### src/rtl/pll_reset_sequencer.sv
// PLL power-up and lock supervisor: sequences the PLL RESETB, qualifies LOCK,
// retries on timeout and releases the core reset once lock has been stable.
`timescale 1ns/1ps
module pll_reset_sequencer #(
  parameter int RST_CYCLES    = 16,
  parameter int LOCK_TIMEOUT  = 4096,
  parameter int STABLE_CYCLES = 256,
  parameter int MAX_RETRIES   = 3,
  parameter int CNT_W         = 16
) (
  input  logic       clock_in,
  input  logic       reset_n,
  input  logic       locked,
  input  logic       restart,
  output logic       pll_resetb,
  output logic       core_reset_n,
  output logic       ready,
  output logic       fail,
  output logic [7:0] relock_count,
  output logic [2:0] state_o
);

  localparam int RET_W = $clog2(MAX_RETRIES + 2);
  localparam logic [CNT_W-1:0] RST_LOAD     = CNT_W'(RST_CYCLES - 1);
  localparam logic [CNT_W-1:0] TIMEOUT_LOAD = CNT_W'(LOCK_TIMEOUT - 1);
  localparam logic [CNT_W-1:0] STABLE_LOAD  = CNT_W'(STABLE_CYCLES - 1);
  localparam logic [RET_W-1:0] RET_MAX      = RET_W'(MAX_RETRIES);

  typedef enum logic [2:0] {
    PLL_RST   = 3'd0,
    WAIT_LOCK = 3'd1,
    STABLE    = 3'd2,
    RUN       = 3'd3,
    FAIL      = 3'd4
  } state_t;

  state_t           state, state_nx;
  logic [CNT_W-1:0] cnt, cnt_nx;
  logic [RET_W-1:0] retries, retries_nx;
  logic [7:0]       relock_nx;
  logic             sync1, lock_s;

  always_ff @(posedge clock_in or negedge reset_n) begin
    if (!reset_n) begin
      sync1  <= 1'b0;
      lock_s <= 1'b0;
    end else begin
      sync1  <= locked;
      lock_s <= sync1;
    end
  end

  always_comb begin
    state_nx   = state;
    cnt_nx     = cnt;
    retries_nx = retries;
    relock_nx  = relock_count;
    if (restart) begin
      state_nx   = PLL_RST;
      cnt_nx     = RST_LOAD;
      retries_nx = '0;
    end else begin
      case (state)
        PLL_RST: begin
          if (cnt == '0) begin
            state_nx = WAIT_LOCK;
            cnt_nx   = TIMEOUT_LOAD;
          end else begin
            cnt_nx = cnt - 1'b1;
          end
        end
        WAIT_LOCK: begin
          // lock takes precedence over a timeout landing on the same cycle
          if (lock_s) begin
            state_nx = STABLE;
            cnt_nx   = STABLE_LOAD;
          end else if (cnt == '0) begin
            if (retries < RET_MAX) begin
              retries_nx = retries + 1'b1;
              state_nx   = PLL_RST;
              cnt_nx     = RST_LOAD;
            end else begin
              state_nx = FAIL;
            end
          end else begin
            cnt_nx = cnt - 1'b1;
          end
        end
        STABLE: begin
          if (!lock_s) begin
            state_nx = WAIT_LOCK;
            cnt_nx   = TIMEOUT_LOAD;
          end else if (cnt == '0) begin
            state_nx   = RUN;
            retries_nx = '0;
          end else begin
            cnt_nx = cnt - 1'b1;
          end
        end
        RUN: begin
          if (!lock_s) begin
            state_nx = PLL_RST;
            cnt_nx   = RST_LOAD;
            if (relock_count != 8'hFF) relock_nx = relock_count + 1'b1;
          end
        end
        FAIL: begin
          state_nx = FAIL;
        end
        default: begin
          state_nx = PLL_RST;
          cnt_nx   = RST_LOAD;
        end
      endcase
    end
  end

  // Outputs are registered from the next state so they align with state and never glitch.
  always_ff @(posedge clock_in or negedge reset_n) begin
    if (!reset_n) begin
      state        <= PLL_RST;
      cnt          <= RST_LOAD;
      retries      <= '0;
      relock_count <= '0;
      pll_resetb   <= 1'b0;
      core_reset_n <= 1'b0;
      fail         <= 1'b0;
    end else begin
      state        <= state_nx;
      cnt          <= cnt_nx;
      retries      <= retries_nx;
      relock_count <= relock_nx;
      pll_resetb   <= (state_nx == WAIT_LOCK) || (state_nx == STABLE) || (state_nx == RUN);
      core_reset_n <= (state_nx == RUN);
      fail         <= (state_nx == FAIL);
    end
  end

  assign ready   = core_reset_n;
  assign state_o = state;

endmodule
### config.mk
export PLATFORM = sky130hd
export DESIGN_NAME = pll_reset_sequencer
export DESIGN_NICKNAME = d
export VERILOG_FILES = /design/src/rtl/pll_reset_sequencer.sv
export SDC_FILE = /design/constraint.sdc
export NUM_CORES = 1
export LEC_CHECK = 0
export ABC_CLOCK_PERIOD_IN_PS = 2000
export BUFFER_PORTS_ARGS = -buffer_cell sky130_fd_sc_hd__buf_2
export CAP_MARGIN = 30
export CORE_MARGIN = 3
export CORE_UTILIZATION = 34
export CTS_CLUSTER_SIZE = 10
export DETAILED_ROUTE_END_ITERATION = 12
export SLEW_MARGIN = 40
export SYNTH_ARGS = -nofsm -noshare
export SYNTH_HDL_FRONTEND = slang
export SYNTH_SLANG_ARGS = --single-unit
### constraint.sdc
create_clock -name clock_in -period 2 [get_ports clock_in]
set_clock_uncertainty 0.2 [all_clocks]
set_input_delay 0.4 -clock clock_in [delete_from_list [all_inputs] [get_ports clock_in]]
set_output_delay 0.4 -clock clock_in [all_outputs]
set_load 0.01 [all_outputs]
# Yosys cells after proc, flatten, opt, wreduce, memory -nomap -nowiden
# Index checks and enable logic that the tools add are counted.
# word_totals
regBits	35
inputBits	4
# classes
n_addsub	3
n_lt_le_gt_ge	1
eq_ne	18
muxes	25
n_bitwise	2
reduce_logical	8
# ops
op	count
16-bit two-way mux	8
16-bit one-hot mux with 5 select lines	1
3-bit two-way mux	14
3-bit inequality test, second input constant	6
16-bit logical NOT	1
16-bit by 1-bit subtractor with 16-bit output, second input constant	1
3-bit one-hot mux with 5 select lines	1
3-bit by 2-bit == test with 1-bit output, second input constant	4
8-bit by 1-bit adder with 8-bit output, second input constant	1
8-bit inequality test, second input constant	1
4-bit AND reduction	2
3-bit by 1-bit == test with 1-bit output, second input constant	2
3-bit == test, second input constant	2
3-bit one-hot mux with 2 select lines	1
6-bit AND reduction	1
5-bit inequality test, second input constant	1
4-bit inequality test, second input constant	1
3-bit by 1-bit adder with 3-bit output, second input constant	1
3-bit logical NOT	1
3-bit by 2-bit less-than comparator with 1-bit output, second input constant	1
3-bit nonzero test	1
1-bit logical OR	2
2-bit inequality test, second input constant	1
1-bit inverter	2

# Logic depth before layout (Yosys ltp)
# depth
word_depth	9
ltp_mapped	9
depth_no_buf	7

# Worst setup path after synthesis
# Ideal clock, no wire load.
# synth_path
path_type	reg-to-reg
start	reg cnt[0]
end	reg cnt[6]
setup_time_ns	0.095
arrival_ns	1.964
path_slack_ns	-0.260
stages_incl_launch_ff	9
n_path_buf	1
period_less_slack_ns	2.260
cell_sequence	dfstp_2 inv_1 ha_1 nor4b_4 and4_1 buf_2 o22a_2 or2_0 o31ai_1
# synth_between
elab_chain_cells	5
elab_cells_between_ends	12
cone_classes	add/sub: 1; eq/ne: 2; mux: 7; reduce/logical: 2
# synth_rtl
item	line_no	text
start: declaration	38	logic [CNT_W-1:0] cnt, cnt_nx;
start signal: assignment	130	cnt <= cnt_nx;
16-bit by 1-bit subtractor with 16-bit output or 16-bit logical NOT (tied branches)	-	
16-bit two-way mux (on tied branches)	93, 77	
16-bit two-way mux (on tied branches)	90, 74	
16-bit one-hot mux with 5 select lines	63	case (state)
16-bit two-way mux	58	if (restart) begin
# Several ways; a longest one is shown, not always the timed one. The select of a mux whose other input is x is not followed.
# A chain may end at the register's enable or synchronous reset.

# Final worst setup path
# layout_path
start	reg cnt[6]
end	reg cnt[15]
# Same word-level chain as after synthesis.

==> run metrics <==
run status complete, but fails checks; failing checks setup timing; Clock Power Share 0.399; Max-Cap Viols 0; critical setup path kind reg2reg; Slew Limit Fails 0; final core occ 0.5382; GPL Wtd Cong 0.9383; post-route clock period utilization 1.056; Vias/cell 5.618; sequential area share after synthesis 0.4088; NetSw 0.0004135 W; Hold Vio Cnt, Final 0; Die Span Y 85.61 um; Worst setup EP type flop; initial antenna violation count 0; Slowest cell on crit path or4_4; Routed Antenna Nets 0; Diodes inserted 0; grt ovf 0; CTS tree yes; Worst EP required 2.00 ns; initial DRC count 285; vias after detailed routing 2236; worst skew pair latency 0.30 ns; fin worst setup slack -0.1126 ns; clk sinks 35; Inst Count DP 372; critical path arrival 2.11 ns; Pint 0.001202 W; min-delay src sync1; Crit. Startpoint cnt[6]; synthesized cell area 2155 um^2; total number of H-tree levels 2; DRT Pass-1 Iters 4; R2R setup slack -0.11 ns; Syn Nets 239; Slew HR 0.6511; Setup violations, final 16; first-pass GRT wire length 11160 um; vias in the first global route 2220; max frequency 0.4734 GHz; Placed Area 2789 um^2; min Tclk post-route 2.113 ns; Syn Area/Cell 9.287 um^2; Area Growth Syn to Fin 50.52%; I/O Buffers 18; unique cell type count in the Yosys netlist 57; RR Endpoint cnt[15]; Async SR Flop Fraction 1.000; switching share of power 0.2559; Hold Path Class reg2reg; max incr delay on CP 0.56 ns; post-route design area 3243 um^2; Top FF cell, synth dfrtp_1; combinational share of power 0.130; Worst VDD drop 0.0002600 V; Longest Clk Path Bufs 2; WHS Path Cells 0; Leakage 1.507 nW; final WL 6745 um; CP Max Fanout 4; Sequential Power Share 0.471; crit start category flop; DR WL/cell 16.95 um; Tot GR Track Use 0.1930; core area 6026 um^2; num rows 28; Initial Utilization 0.3576; EDFF count, synth 0; Power Density 498.1 nW/um^2; R2R cell count 5; Clock Pin Slew Worst Setup and Hold Paths 0.08 ns; Worst-Margin Slew 0.5233 ns; IO Pins 19; cell count after synthesis 232; drt drc 0; largest net degree at the start of global routing 22; worst r2r src cnt[6]; ratio of cells with drive above 1 in the final layout 0.4861; die area 7328 um^2; Yosys reg bits 35; Die Span X 85.61 um; Worst Hold Endpoint lock_s; nets@finish 329; synth warn 0; CTS Buf Count 5; post-DP HPWL 4587 um; critical-path cell list or4_4, or3_4, nor3b_2, o211ai_1, o21a_1; non-filler cells, final 398; Root Buffer clkbuf_8; PnR Total Power 0.001615 W; RSZ-0062 raised after global routing yes
==> final cells by class <==
type,count,area [um^2]
clock inverters,3,43.79
clock buffers,5,68.82
fillers,542,2783
repair buffers,95,708.2
well taps,75,93.84
flip-flops and latches,35,885.9
inverters,8,30.03
multi-input cells,177,1413
==> synthesized netlist by cell type, types with 2 or more instances <==
master | n | area, um^2
mux2i_1 | 2 | 20.02
a21o_1 | 2 | 15.01
o211ai_1 | 2 | 15.01
dfrtp_1 | 31 | 775.7
a31oi_1 | 4 | 25.02
or4_1 | 2 | 15.01
nand2_1 | 18 | 67.56
nand3_1 | 8 | 40.04
nor4_1 | 6 | 37.54
nor3b_2 | 2 | 25.02
nor3_1 | 8 | 40.04
o21a_1 | 2 | 15.01
dfstp_2 | 4 | 105.1
o41ai_1 | 2 | 17.52
a211oi_1 | 6 | 45.04
nand4_1 | 3 | 18.77
buf_4 | 2 | 15.01
or4_4 | 2 | 22.52
o31ai_1 | 7 | 52.55
nor2_1 | 20 | 75.07
nor2b_1 | 3 | 18.77
xor2_1 | 5 | 43.79
ha_1 | 3 | 37.54
clkbuf_1 | 5 | 18.77
o22ai_1 | 6 | 37.54
xnor2_1 | 5 | 43.79
a21oi_1 | 13 | 65.06
inv_1 | 8 | 30.03
o21bai_1 | 2 | 15.01
nand2b_1 | 5 | 31.28
buf_2 | 4 | 20.02
o21ai_0 | 9 | 45.04
a221oi_1 | 2 | 17.52
or3_1 | 4 | 25.02
o221ai_1 | 3 | 26.28
==> per-layer routing <==
layer,GRT usage,wire (um)
met2,0.3051,3258
met4,0.07914,265
met3,0.04323,389
met5,0,0
met1,0.2556,2831
==> per-stage QoR <==
step	setup TNS, ns	setup slack, ns	hold WS [ns]
CTS	-0.6981	-0.1006	0.1627
global placement	-1.350	-0.1261	0.1352
finish	-0.7729	-0.1126	0.1568
detailed placement	-1.795	-0.1701	0.1435
global route	-2.313	-0.1702	0.1693
floorplan	-0.5475	-0.09074	-0.09559
==> critical path, delay by kind of cell, from the launching register on <==
family | cells | cell delay, ns
flops | 1 | 0.43
simple gates | 3 | 1.17
compound gates | 2 | 0.21
==> placed cells by master (no fill, tap or decap), types with 4 or more instances in the layout <==
master / count
nand2b_1: 5
a211oi_2: 4
dfstp_2: 4
or4_4: 4
clkbuf_8: 5
o21ai_0: 5
dfrtp_2: 4
dfrtp_1: 27
nor2_1: 20
a21oi_1: 8
buf_4: 68
xnor2_1: 5
nor4_1: 4
nand2_1: 18
nand3_1: 7
nor3_2: 4
buf_6: 6
xor2_1: 5
o22ai_1: 6
nor3_1: 4
buf_2: 18
a21oi_2: 4
inv_1: 6
==> registers in the layout, indices dropped and copies added (netlist names) <==
register      count
cnt              16
core_reset_n      1
fail              1
lock_s            1
pll_resetb        1
relock_count      8
retries           3
state_o           3
sync1             1
==> power by group through the flow <==
stage / Clock [W] / Combinational (W) / Sequential [W]
global placement: 0 / 0.000172 / 0.000769
floorplan: 0 / 0.0000752 / 0.000772
CTS: 0.000664 / 0.000195 / 0.000759
detailed placement: 0 / 0.000174 / 0.000770
global route: 0.000697 / 0.000227 / 0.000764
finish: 0.000645 / 0.000210 / 0.000761
==> kinds of logic (layout without fill, tap and decap cells) <==
logic type                 after synthesis  after routing  synth area share
and+or+nand+nor                         93             93            0.2602
DFF                                     35             35            0.4088
buffers and inverters                   20            111           0.04065
AOI/OAI and AO/OA                       69             69            0.2230
xor gates and xnor gates                10             10           0.04065
adders and majority gates                3              3           0.01742
muxes                                    2              2          0.009292
==> what timing repair did <==
item | CTS | global route
hold buffers | 2 | 0
cloned | 0 | 0
resized for setup | 27 | 21
endpoints found under the hold margin | 19 | 0
endpoints found under the setup margin | 26 | 24
setup buffers | 9 | 7
pin swaps | 15 | 9
==> how the worst max path moves through the flow <==
stage	to	slack, ns	cells past startpoint
after floorplan	cnt[6]	-0.09	8
after global routing	cnt[15]	-0.17	5
after global placement	cnt[15]	-0.13	5
after CTS	cnt[7]	-0.10	9
final	cnt[15]	-0.11	5
after detailed placement	cnt[12]	-0.17	8
No activity file was read; power rests on OpenSTA's default activity.
